<file path="config.mk">
export PLATFORM = sky130hd
export DESIGN_NAME = rr_arbiter_4_flat
export DESIGN_NICKNAME = d
export VERILOG_FILES = /design/src/rtl/rr_arbiter_4_if.sv /design/src/rtl/rr_arbiter_4.sv /design/src/flat_wrapper.sv
export SDC_FILE = /design/constraint.sdc
export NUM_CORES = 1
export LEC_CHECK = 0
export ABC_AREA = 1
export ABC_CLOCK_PERIOD_IN_PS = 2600
export CORE_MARGIN = 2
export CORE_UTILIZATION = 41
export DETAILED_ROUTE_END_ITERATION = 10
export HOLD_SLACK_MARGIN = 0.02
export PLACE_DENSITY = 0.67
export SLEW_MARGIN = 20
export SYNTH_ARGS = -nofsm -noshare
export SYNTH_HDL_FRONTEND = slang
export SYNTH_HIERARCHICAL = 1
export SYNTH_SLANG_ARGS = --single-unit
</file>
<file path="constraint.sdc">
create_clock -name clk -period 2.6 [get_ports clk]
set_input_delay 0.39 -clock clk [delete_from_list [all_inputs] [get_ports clk]]
set_output_delay 0.39 -clock clk [all_outputs]
set_load 0.02 [all_outputs]
</file>
<file path="src/rtl/rr_arbiter_4_if.sv">
// Request/grant bundle between four requesters and the rr_arbiter_4 scheduler.
// The master side drives requests; the slave side (arbiter) returns the grant.
interface rr_arbiter_4_if;
  logic [3:0] req;
  logic [3:0] gnt;
  logic [1:0] gnt_idx;
  logic       gnt_valid;

  modport master (output req, input gnt, gnt_idx, gnt_valid);
  modport slave  (input req, output gnt, gnt_idx, gnt_valid);
endinterface

</file>
<file path="src/rtl/rr_arbiter_4.sv">
// Four-way round-robin arbiter with registered one-hot grant and held ownership.
// Optional hold limit: define RR_ARB_TIMEOUT_EN to force rotation after MAX_HOLD cycles.

// Per-requester slice: eligibility for the current arbitration and next grant bit.
module rr_arb_lane #(
  parameter int unsigned IDX = 0
) (
  input  logic       req,
  input  logic [1:0] owner,
  input  logic       excl,
  input  logic       grant_d,
  input  logic [1:0] idx_d,
  output logic       elig,
  output logic       gnt_nxt
);
  assign elig    = req && !(excl && (owner == 2'(IDX)));
  assign gnt_nxt = grant_d && (idx_d == 2'(IDX));
endmodule

module rr_arbiter_4 #(
  parameter int unsigned MAX_HOLD = 8
) (
  input  logic          clk,
  input  logic          rst_n,
  rr_arbiter_4_if.slave bus
);
  localparam int NUM_LANES = 4;

  typedef enum logic {IDLE, GRANT} state_t;

  state_t         state_q, state_d;
  logic [1:0]     ptr_q, ptr_d;
  logic [1:0]     idx_q, idx_d;
  logic [7:0]     hold_q, hold_d, hold_inc;
  logic           owner_req, tmo_hit, excl, found;
  logic [1:0]     winner;
  logic [NUM_LANES-1:0] elig, gnt_nxt;

  if (MAX_HOLD < 2 || MAX_HOLD > 255) begin : g_bad_max_hold
    $error("rr_arbiter_4: MAX_HOLD must be in 2..255");
  end

  assign owner_req = bus.req[idx_q];
  // The current owner is only excluded while it holds the grant.
  assign excl      = (state_q == GRANT);

`ifdef RR_ARB_TIMEOUT_EN
  localparam logic [7:0] HOLD_LAST = 8'(MAX_HOLD - 1);
  logic [3:0] owner_oh;
  logic       others;
  assign owner_oh = 4'b0001 << idx_q;
  assign others   = |(bus.req & ~owner_oh);
  assign tmo_hit  = (hold_q == HOLD_LAST) && others;
  assign hold_inc = (hold_q >= HOLD_LAST) ? HOLD_LAST : hold_q + 8'd1;
`else
  assign tmo_hit  = 1'b0;
  assign hold_inc = (hold_q == 8'hFF) ? 8'hFF : hold_q + 8'd1;
`endif

  for (genvar i = 0; i < NUM_LANES; i++) begin : g_lane
    rr_arb_lane #(.IDX(i)) u_lane (
      .req     (bus.req[i]),
      .owner   (idx_q),
      .excl    (excl),
      .grant_d (state_d == GRANT),
      .idx_d   (idx_d),
      .elig    (elig[i]),
      .gnt_nxt (gnt_nxt[i])
    );
  end

  // First eligible requester in the order ptr, ptr+1, ptr+2, ptr+3 (mod 4).
  always_comb begin
    logic [1:0] cand;
    found  = 1'b0;
    winner = ptr_q;
    cand   = ptr_q;
    for (int k = 0; k < NUM_LANES; k++) begin
      cand = ptr_q + 2'(k);
      if (!found && elig[cand]) begin
        found  = 1'b1;
        winner = cand;
      end
    end
  end

  always_comb begin
    state_d = state_q;
    ptr_d   = ptr_q;
    idx_d   = idx_q;
    hold_d  = hold_q;
    case (state_q)
      IDLE: begin
        idx_d = 2'd0;
        if (found) begin
          state_d = GRANT;
          idx_d   = winner;
          ptr_d   = winner + 2'd1;
          hold_d  = 8'd0;
        end
      end
      GRANT: begin
        if (owner_req && !tmo_hit) begin
          hold_d = hold_inc;
        end else if (found) begin
          idx_d  = winner;
          ptr_d  = winner + 2'd1;
          hold_d = 8'd0;
        end else begin
          state_d = IDLE;
          idx_d   = 2'd0;
          hold_d  = 8'd0;
        end
      end
      default: begin
        state_d = IDLE;
        idx_d   = 2'd0;
      end
    endcase
  end

  always_ff @(posedge clk) begin
    if (!rst_n) begin
      state_q       <= IDLE;
      ptr_q         <= 2'd0;
      idx_q         <= 2'd0;
      hold_q        <= 8'd0;
      bus.gnt       <= 4'b0000;
      bus.gnt_idx   <= 2'd0;
      bus.gnt_valid <= 1'b0;
    end else begin
      state_q       <= state_d;
      ptr_q         <= ptr_d;
      idx_q         <= idx_d;
      hold_q        <= hold_d;
      bus.gnt       <= gnt_nxt;
      bus.gnt_idx   <= idx_d;
      bus.gnt_valid <= (state_d == GRANT);
    end
  end
endmodule

</file>
<file path="src/flat_wrapper.sv">
// flat-port wrapper written by rule: the top's interface ports become plain ports
module rr_arbiter_4_flat 
#(
  parameter int unsigned MAX_HOLD = 8
)
  (clk, rst_n, bus_req, bus_gnt, bus_gnt_idx, bus_gnt_valid);
  rr_arbiter_4_if bus_i ();
  input  logic clk;
  input  logic rst_n;
  input wire logic [$bits(bus_i.req)-1:0] bus_req;
  output wire logic [$bits(bus_i.gnt)-1:0] bus_gnt;
  output wire logic [$bits(bus_i.gnt_idx)-1:0] bus_gnt_idx;
  output wire logic [$bits(bus_i.gnt_valid)-1:0] bus_gnt_valid;
  assign bus_i.req = bus_req;
  assign bus_gnt = bus_i.gnt;
  assign bus_gnt_idx = bus_i.gnt_idx;
  assign bus_gnt_valid = bus_i.gnt_valid;
  rr_arbiter_4 #(.MAX_HOLD(MAX_HOLD)) u_core (.clk(clk), .rst_n(rst_n), .bus(bus_i));
endmodule
</file>
==> reports/metrics.yaml <==
htree_levels: 1
maxCapViolCount: 0
diodes: 0
ys_ff_latch: 9
antenna_found_initial: 0
path_cells: "clkdlybuf4s50_1 > inv_1 > a21oi_1 > nand2_1 > nand3_1 > nand2_2 > nand3_1 > nand2_1 > nand2_1 > nand2_1 > nand2_1 > nand2_1 > nand2_1 > nand2_1 > and3_1 > nand2_1 > inv_1"
maxSlewHeadroom_pct: 70.93
drtPass1Iterations: 4
crit_arrival_ns: 2.33
p_switching_uw: 617.5
fmax_mhz: 459.4
grt_overflow_total: 0
grt_pass1_vias: 713
slowest_delay_ns: 0.49
fin_crit_sh_pct: 83.72
cts_resized: 0
core_area_mm2: 0.001783
synthesis.nets: 151
endpoint_kind: "flip-flop"
numCtsBuffers: 3
path_clk_slew_ns: 0.06
rsz0062_at_grt: "no"
numPortBuffers: 12
crit_fanout: 5
ant_nets: 0
p_int_uw: 542.0
cts_tree: "yes"
power_density_mw_per_mm2: 1223
pwr-share-clk_pct: 8.9
fill_cells: 189
worstMarginPinSlew_ns: 0.4355
area_growth_pct: 18.81
hold_class: "reg -> reg"
setup_slack_ns: 0.4232
leakagePower_uw: 0.0005424
clock-sinks: 9
dpl.hpwl_um: 1362
cts_setup_buffers: 0
fin_util_pct: 53.19
finClkSkew_ns: 0.0003900
dp_slack_ns: 0.1540
combPwrFrac_pct: 68.8
layout.nets: 165
critPathSlowestCell: "clkdlybuf4s50_1"
wl_per_cell_um: 9.464
tns_ns: 0
period_minus_slack_ns: 2.177
drv_slew: 0
worstPathRequired_ns: 2.75
status: "finished clean"
clockRootBuffer: "clkbuf_4"
clock_latency_ns: 0.25
ctsHoldBuffers: 0
drt_iter0_markers: 14
hold_viol: 0
drc_errors: 0
netlist_instances: 145
ys_seq_area_share_pct: 22.57
die-area_mm2: 0.002316
place.gp.congestion: 0.8802
critPathLaunchType: "input pin"
ys_types: 20
setup_viol: 0
synth_area_per_cell_um2: 5.505
grt_pass1_wl_um: 2987
vias: 819
die_h_um: 48.13
p_sw_share_pct: 53.25
mappedNetlistArea_um2: 798.3
cts_buffer_depth: 2
wl_um: 1732
die_x_um: 48.13
critical_path_class: "in -> reg"
p_seq_share_pct: 22.3
grtUsageTotal_pct: 18.20
synth_warnings: 6
path_common_cell: "nand2_1"
start_util_pct: 44.77
vdd_drop_max_uv: 584.8
worst_hold_slack_ns: 0.6355
rows: 15
grt_max_degree: 12
drive_above_1_share_pct: 12.66
viasPerCell: 4.475
boundaryPins: 13
-- cells by family after synthesis --
logic type | count (synthesis) | share of synthesized area [%]
compound gates | 6 | 5.330
simple gates | 103 | 57.05
buf+inv | 27 | 15.05
flops | 9 | 22.57
-- synth_stat cells (all sizes together) --
| cell | count | share of area [%] |
|---|---|---|
| a21oi | 2 | 1.3 |
| inv | 24 | 12 |
| and2 | 1 | 0.78 |
| nand2 | 74 | 36 |
| and3 | 1 | 0.78 |
| o21ai | 2 | 2.2 |
| nor2 | 11 | 6.1 |
| a211oi | 1 | 0.94 |
| dfxtp | 9 | 23 |
| a21o | 1 | 0.94 |
| nor3b | 1 | 1.6 |
| nand4 | 1 | 0.78 |
| nand3 | 14 | 11 |
| buf | 3 | 3.4 |
-- cells in the final DEF (no fill, tap or decap) --
cell,n
nor2_1,8
nor3b_2,1
a21oi_1,2
and3_1,1
dfxtp_1,9
clkbuf_1,1
a21o_1,1
nor2_2,3
and2_1,1
inv_4,1
nand2_2,5
o21ai_2,2
a211oi_1,1
nand4_1,1
nand3_2,3
clkdlybuf4s50_1,12
nand3_1,11
inv_1,21
nand2_1,69
inv_2,2
clkbuf_4,3
-- state kept, by name (all words and copies together), names as in the netlist --
register	flops
u_core/excl	1
u_core/idx_q	2
u_core/ptr_q	2
u_core/bus.gnt	4
-- power groups by stage --
stage / sequential, uW / combinational (uW) / clock [uW]
global placement: 258 / 775 / 0
CTS: 258 / 798 / 108
finish: 259 / 798 / 103
global route: 268 / 912 / 114
floorplan: 267 / 624 / 0
detailed placement: 261 / 793 / 0
-- worst paths after layout --
kind | start | to | slack [ns] | cells past startpoint
setup / recovery | bus_req[0] | u_core/bus.gnt[3]$_SDFF_PN0_ | 0.42 | 17
hold / removal | u_core/excl$_SDFF_PN0_ | u_core/idx_q[1]$_SDFF_PN0_ | 0.64 | 2
setup reg to reg | u_core/ptr_q[0]$_SDFFE_PN0P_ | u_core/bus.gnt[3]$_SDFF_PN0_ | 0.45 | 15
hold reg to reg | u_core/excl$_SDFF_PN0_ | u_core/idx_q[1]$_SDFF_PN0_ | 0.64 | 2
-- metal layers --
metal / global-route usage (%) / part of all wire (%) / vias to the layer above
li1: - / - / 461
met2: 29.33 / 46 / 14
met1: 24.28 / 51 / 344
met4: 1.622 / 0 / 0
met3: 6.667 / 2.7 / 0
met5: 0 / 0 / -
-- worst max-delay path, delay by kind of cell --
kind / cells / cell delay [ns]
AND/OR/NAND/NOR: 13 / 1.18
AO/OA/AOI/OAI: 1 / 0.18
buffers and inverters: 3 / 0.57
-- final cells by class --
type | instances | area, um^2 | area share, %
multi-input combinational | 109 | 498.0 | 52.51
sequential | 9 | 180.2 | 19.00
timing repair buffer | 12 | 120.1 | 12.66
inverter | 24 | 92.59 | 9.763
tap | 25 | 31.28 | 3.298
clock buffer | 4 | 26.28 | 2.770
-- metrics by stage --
step | area [um^2] | instances | power [uW]
2_1_floorplan | 798.3 | 145 | 890.1
3_3_place_gp | 922.1 | 179 | 1033
3_5_place_dp | 922.1 | 179 | 1054
4_1_cts | 948.4 | 183 | 1164
5_1_grt | 948.4 | 183 | 1295
6_report | 948.4 | 183 | 1160
No activity file was read; power rests on OpenSTA's default activity.
